--- src/rtl/nn_ctrl_pkg.sv ---
// Shared types and helpers for the neuron layer sequencer.
package nn_ctrl_pkg;

  typedef enum logic [2:0] {
    IDLE,
    CLEAR,
    ACCUM,
    DRAIN,
    ACT,
    EMIT,
    DONE
  } state_t;

  // Address/index width that stays legal when the count is 1.
  function automatic int nn_width(input int n);
    return (n <= 1) ? 1 : $clog2(n);
  endfunction

endpackage

--- src/rtl/lat_counter.sv ---
// Loadable down-counter that times the fixed pipeline waits of the sequencer.
module lat_counter #(
  parameter int W = 2
) (
  input  logic         clk,
  input  logic         rst,
  input  logic         load,
  input  logic         en,
  input  logic [W-1:0] load_val,
  output logic         zero
);

  logic [W-1:0] cnt;

  // Load wins over count; the count holds once it reaches zero.
  always_ff @(posedge clk or posedge rst) begin
    if (rst) begin
      cnt <= '0;
    end else if (load) begin
      cnt <= load_val;
    end else if (en && (cnt != '0)) begin
      cnt <= cnt - 1'b1;
    end
  end

  assign zero = (cnt == '0);

endmodule

--- src/rtl/neuron_layer_ctrl.sv ---
// Per-neuron sequencer for one fully-connected layer: clear, accumulate,
// drain, activate, then hand the result index downstream.
module neuron_layer_ctrl
  import nn_ctrl_pkg::*;
#(
  parameter int NUM_INPUTS  = 784,
  parameter int NUM_NEURONS = 10,
  parameter int MAC_LAT     = 2,
  parameter int ACT_LAT     = 1,
  parameter int IA_W        = nn_width(NUM_INPUTS),
  parameter int NI_W        = nn_width(NUM_NEURONS)
) (
  input  logic            clk,
  input  logic            rst,
  input  logic            start,
  input  logic            relu_sel,
  output logic            busy,
  output logic            done,
  output logic [IA_W-1:0] in_addr,
  output logic [NI_W-1:0] neuron_idx,
  output logic            acc_clr,
  output logic            acc_en,
  output logic            act_en,
  output logic            activation_function,
  output logic            out_valid,
  input  logic            out_ready,
  output logic [NI_W-1:0] out_idx
);

  localparam int MAX_LAT = (MAC_LAT > ACT_LAT) ? MAC_LAT : ACT_LAT;
  localparam int CW      = nn_width(MAX_LAT);

  localparam logic [CW-1:0]   DRAIN_LOAD  = CW'((MAC_LAT > 0) ? MAC_LAT - 1 : 0);
  localparam logic [CW-1:0]   ACT_LOAD    = CW'(ACT_LAT - 1);
  localparam logic [IA_W-1:0] LAST_ADDR   = IA_W'(NUM_INPUTS - 1);
  localparam logic [NI_W-1:0] LAST_NEURON = NI_W'(NUM_NEURONS - 1);

  state_t          state;
  logic            last_addr;
  logic            cnt_load;
  logic            cnt_en;
  logic [CW-1:0]   cnt_val;
  logic            cnt_zero;

  assign last_addr = (in_addr == LAST_ADDR);

  // One counter covers both waits: loaded on ACCUM exit and again on DRAIN exit.
  always_comb begin
    cnt_load = 1'b0;
    cnt_val  = ACT_LOAD;
    if (state == ACCUM && last_addr) begin
      cnt_load = 1'b1;
      cnt_val  = (MAC_LAT > 0) ? DRAIN_LOAD : ACT_LOAD;
    end else if (state == DRAIN && cnt_zero) begin
      cnt_load = 1'b1;
    end
  end

  assign cnt_en = (state == DRAIN) || (state == ACT);

  lat_counter #(
    .W(CW)
  ) u_lat (
    .clk      (clk),
    .rst      (rst),
    .load     (cnt_load),
    .en       (cnt_en),
    .load_val (cnt_val),
    .zero     (cnt_zero)
  );

  // Result handshake: out_valid rises with out_idx in EMIT and both hold until
  // the cycle out_ready is also high; out_ready is ignored while out_valid is low.
  always_ff @(posedge clk or posedge rst) begin
    if (rst) begin
      state               <= IDLE;
      busy                <= 1'b0;
      done                <= 1'b0;
      in_addr             <= '0;
      neuron_idx          <= '0;
      acc_clr             <= 1'b0;
      acc_en              <= 1'b0;
      act_en              <= 1'b0;
      activation_function <= 1'b0;
      out_valid           <= 1'b0;
      out_idx             <= '0;
    end else begin
      case (state)
        IDLE: begin
          if (start) begin
            state               <= CLEAR;
            busy                <= 1'b1;
            activation_function <= relu_sel;
            neuron_idx          <= '0;
            in_addr             <= '0;
            acc_clr             <= 1'b1;
          end
        end
        CLEAR: begin
          state   <= ACCUM;
          acc_clr <= 1'b0;
          acc_en  <= 1'b1;
        end
        ACCUM: begin
          if (last_addr) begin
            acc_en <= 1'b0;
            if (MAC_LAT > 0) begin
              state <= DRAIN;
            end else begin
              state  <= ACT;
              act_en <= 1'b1;
            end
          end else begin
            in_addr <= in_addr + 1'b1;
          end
        end
        DRAIN: begin
          if (cnt_zero) begin
            state  <= ACT;
            act_en <= 1'b1;
          end
        end
        ACT: begin
          act_en <= 1'b0;
          if (cnt_zero) begin
            state     <= EMIT;
            out_valid <= 1'b1;
            out_idx   <= neuron_idx;
          end
        end
        EMIT: begin
          if (out_ready) begin
            out_valid <= 1'b0;
            if (neuron_idx == LAST_NEURON) begin
              state <= DONE;
              done  <= 1'b1;
            end else begin
              state      <= CLEAR;
              neuron_idx <= neuron_idx + 1'b1;
              in_addr    <= '0;
              acc_clr    <= 1'b1;
            end
          end
        end
        DONE: begin
          state <= IDLE;
          done  <= 1'b0;
          busy  <= 1'b0;
        end
        default: begin
          state <= IDLE;
        end
      endcase
    end
  end

endmodule

--- config.mk ---
export PLATFORM = sky130hd
export DESIGN_NAME = neuron_layer_ctrl
export DESIGN_NICKNAME = d
export VERILOG_FILES = /design/src/rtl/nn_ctrl_pkg.sv /design/src/rtl/lat_counter.sv /design/src/rtl/neuron_layer_ctrl.sv
export SDC_FILE = /design/constraint.sdc
export NUM_CORES = 1
export LEC_CHECK = 0
export ABC_AREA = 1
export ABC_CLOCK_PERIOD_IN_PS = 2630
export CAP_MARGIN = 20
export CORE_MARGIN = 1.5
export CORE_UTILIZATION = 50
export DETAILED_ROUTE_END_ITERATION = 8
export PLACE_DENSITY_LB_ADDON = 0.1
export SLEW_MARGIN = 20
export SYNTH_ARGS = -nofsm -noshare
export SYNTH_HDL_FRONTEND = slang
export SYNTH_SLANG_ARGS = --single-unit
--- constraint.sdc ---
create_clock -name clk -period 2.63 [get_ports clk]
set_input_delay 0.263 -clock clk [delete_from_list [all_inputs] [get_ports clk]]
set_output_delay 0.263 -clock clk [all_outputs]
set_load 0.005 [all_outputs]
* Yosys cells after proc, flatten, opt, wreduce, memory -nomap -nowiden
Index checks and enable logic that the tools add are counted.
Word-level totals: RAM bits 0, memories 0, register bits after elaboration 29, bits in latches 0, bits in read-only memories 0
Operators by class: add/subtract/negate cells 3, shifts and indexed selects 0, bitwise operators 1, reduce and logical (&&, ||, !) cells 25, eq/ne operators 16, div/mod/pow operators 0, magnitude comparators 0, multipliers 0, mux-type cells 35
Operators by type and width (count):
- $mux W10 | 4
- $pmux W10 S3 | 1
- $mux W3 | 6
- $pmux W3 S6 | 1
- $ne A2 B2 Y1 const B | 8
- $reduce_bool A2 Y1 | 7
- $mux W1 | 13
- $mux W4 | 3
- $add A10 B1 Y10 const B | 1
- $eq A10 B10 Y1 const B | 1
- $pmux W1 S2 | 5
- $reduce_and A2 Y1 | 5
- $reduce_and A5 Y1 | 2
- $eq A3 B3 Y1 const B | 3
- $pmux W4 S2 | 1
- $reduce_and A4 Y1 | 2
- $eq A3 B2 Y1 const B | 2
- $reduce_and A3 Y1 | 2
- $reduce_bool A3 Y1 | 2
- $add A4 B1 Y4 const B | 1
- $eq A4 B4 Y1 const B | 1
- $eq A3 B1 Y1 const B | 1
- $logic_and A1 B1 Y1 | 3
- $logic_not A3 Y1 | 1
- other kinds (4) | 4

* Logic depth before layout (Yosys ltp)
depth in word-level cells 5, depth in mapped cells 10, depth with buffers taken out 10

* Modules after synthesis
A second synthesis with hierarchy kept.
Unflattened totals: cell total of the unflattened synthesis 212, area total of the unflattened synthesis 1649.1 um2
Modules (own cells, without submodules):
- neuron_layer_ctrl | area an instance 1596.5 um2, instances 1, sequential area each 700.7 um2, cells each 204
- lat_counter | area an instance 52.6 um2, instances 1, sequential area each 25.0 um2, cells each 8

* Worst setup path before layout
OpenSTA, ideal clock, no wires.
path type flip-flop to flip-flop, from register neuron_idx[0], to register in_addr[9], arrival 1.294 ns, slack 1.218 ns, cell stages (with the launch flop) 10, library setup time 0.118 ns, path buffers 0, clock period less this slack 1.412 ns, path through dfrtp_1 > ha_1 > nand2_1 > nor2_1 > nand2_2 > nand2_4 > o21bai_4 > nand2_4 > nand2_1 > nand2_1
Between the ends: cells in the longest elaborated chain, start to end 3
Ends and longest elaborated chain:
- from (decl) | line neuron_layer_ctrl.sv:20 | output logic [NI_W-1:0] neuron_idx,
- from (signal assigned) | line neuron_layer_ctrl.sv:139 | neuron_idx <= neuron_idx + 1'b1;
- $eq A4 B4 Y1 | line neuron_layer_ctrl.sv:134 | if (neuron_idx == LAST_NEURON) begin
- $ne A2 B2 Y1 (no source line)
- $reduce_and A5 Y1 (no source line)
- to (signal assigned) | line neuron_layer_ctrl.sv:114 | in_addr <= in_addr + 1'b1;
- to (decl) | line neuron_layer_ctrl.sv:19 | output logic [IA_W-1:0] in_addr,
No other way between the ends. A chain may end at the register's enable or synchronous reset.

* Worst setup path after layout
from register in_addr[4], to output port in_addr[4]
No word-level cell between the ends.

==> results.toml <==
[route]
wire_per_inst_um = 11.5
dr.pass1.iters = 4
viasPerCell = 4.90
wl_um = 3360
vias = 1436
drtIter0Drc = 74
drcViolationCount = 0
ant_nets = 0

[grt]
grt_max_degree = 30
antenna_found_initial = 0
track_usage = 0.210
grt-ovfl-total = 0
grt_pass1_vias = 1271
grt_first_pass_wirelength_um = 5640

[timing]
setup_tns_ns = 0
fin_crit_ns = 1.66
relSlewSlack = 0.762
skew_ns = 0.00636
worst_pin_slew_ns = 0.357
finalMaxSlewViolations = 0
min_period_over_period = 0.632
fmax_mhz = 602
hold_violations = 0
rsz0062_at_grt = "false"
finalSetupViolCount = 0
setup_ws_ns = 0.968

[power]
peakVddDrop_uv = 532
power_density_nw_per_um2 = 826
power_leakage_nw = 1.00

[clock_tree]
cts_tree = "yes"
clkLatencyLatePin_ns = 0.32
post_cts_resized = 0
clockRootBuffer = "clkbuf_4"
cts_buffers = 5
cts.clk_slew.worst_paths_ns = 0.09
hold_buffers = 0
post_cts_buffers = 0
clockBufferDepth = 2
cts.htree.levels = 2
clock-sinks = 29

[synth]
synth.ff_latch_count = 29
synth_area_leader_cell = "dfrtp_1"
synth_area_leaders = "dfrtp_1 (43%), nand2_1 (17%), nand3_1 (7.2%)"
synth_fa_ha_area_frac = 0.0225
synth_top_family_by_area = "simple AND/OR/NAND/NOR gates"
synth_nets = 221
synth_cells = 213
ys_seq_area_frac = 0.434
synthMuxAreaShare = 0.0180
synth.avg_cell_area_sq_um = 7.84
synth_top_cell_area_share = 0.434
yosys.cell_types.count = 30
yosys_warnings = 0
syn_area_sq_um = 1670
synth-xor-area-share = 0.00524
synth_compound_area_frac = 0.0652
synthSimpleGateAreaFrac = 0.399

[outcome]
status = "complete, no violations"

[cells_and_area]
diodes = 0
final-instance-count-excl-fill = 293
layout.nets = 257
mostFrequentLayoutCells = "nand2_1 (75), dfrtp_1 (29), clkdlybuf4s50_1 (29)"
synthToLayoutAreaGrowth_pct = 23.7
layout-drive-gt1-share = 0.120
final_common_cell = "nand2_1"

[placement]
pre_cts_slack_ns = 0.969
dp_hpwl_um = 2480
dp.cells = 286
finalWeightedCongestion = 0.825
portBuffers = 29

[floorplan]
start_util = 0.538
die_h_um = 60.8
die_width_um = 60.8
rows = 20
core-area_sq_um = 3100
die-area_sq_um = 3700
ios = 30

[worst_setup_path]
worstPathCellList = "clkdlybuf4s50_1"
crit_path_end_kind = "primary output"
cpMaxStageDelayCell = "clkdlybuf4s50_1"
cp_num_buf_inv = 1
critPathTopFamily = "buffers and inverters"
slowest_delay_ns = 0.56
start_kind = "flip-flop"
criticalPathCategory = "reg -> out"
crit_arrival_ns = 1.40
worstPathRequired_ns = 2.37
crit_fanout = 8

[min_path]
hp-class = "in -> async"

[run]
cap_viol_max_count = 0
-- cells by family after synthesis --
| group | after synthesis |
|---|---|
| xor+xnor | 1 |
| simple gates | 140 |
| fa+ha+maj | 3 |
| flops | 29 |
| compound gates | 16 |
| mux | 2 |
| buf+inv | 22 |
-- Yosys cell counts (all sizes together) --
| cell type | count |
|---|---|
| xor2 | 1 |
| nand3 | 26 |
| mux2 | 2 |
| buf | 1 |
| nand2 | 82 |
| and3 | 1 |
| ha | 3 |
| o31ai | 1 |
| nor2 | 22 |
| inv | 21 |
| o21ai | 8 |
| o22a | 1 |
| or2 | 2 |
| o211ai | 1 |
| dfrtp | 29 |
| o21a | 1 |
| nand4 | 3 |
| nor3 | 4 |
| a21oi | 2 |
| o21bai | 2 |
-- final cells by class --
| cell class | instances | area, sq um |
|---|---|---|
| clock buffers | 7 | 55.1 |
| fillers | 272 | 1040 |
| inverters | 21 | 81.3 |
| multi-input cells | 162 | 852 |
| flip-flops and latches | 29 | 726 |
| well taps | 44 | 55.1 |
| repair buffers | 30 | 298 |
-- power breakdown --
group | internal (W) | switching [W] | leakage (nW)
clock network | 0.000126 | 0.000143 | 0.0314
logic | 0.000342 | 0.000433 | 0.596
registers | 0.000547 | 0.000117 | 0.376
-- through the flow --
stage,instance area [sq um],util,power [W],hold slack [ns]
4_1_cts,2070,0.666,0.00173,0.304
3_5_place_dp,2010,0.648,0.00145,0.469
2_1_floorplan,1670,-,0.00118,0.341
6_report,2070,0.666,0.00171,0.304
3_3_place_gp,2010,0.648,0.00145,0.457
5_1_grt,2070,0.666,0.00186,0.356
-- layer usage --
layer	wire length, um	GRT usage	vias up	part of all wire
li1	-	-	761	-
met1	1710	0.301	631	0.51
met2	1430	0.301	36	0.42
met3	163	0.0533	8	0.048
met4	61	0.0932	0	0.018
met5	0	0	-	0
-- state kept, by name, summed over array words and instances (netlist names) --
signal               cells
out_valid                1
u_lat.cnt                1
out_idx                  4
in_addr                 10
acc_en                   1
neuron_idx               4
acc_clr                  1
act_en                   1
state                    3
busy                     1
done                     1
activation_function      1
-- final timing paths --
path	start	slack, ns	to	cells after the start
max in group asynchronous	rst	2.06	state[0]	3
worst min-delay path	rst	0.30	in_addr[4]	3
worst min register to register	activation_function	0.49	activation_function	2
worst max register to register	state[0]	0.99	in_addr[9]	7
min in group clk	relu_sel	0.47	activation_function	3
worst max-delay path	in_addr[4]	0.97	in_addr[4]	1
No activity file was read; power rests on OpenSTA's default activity.
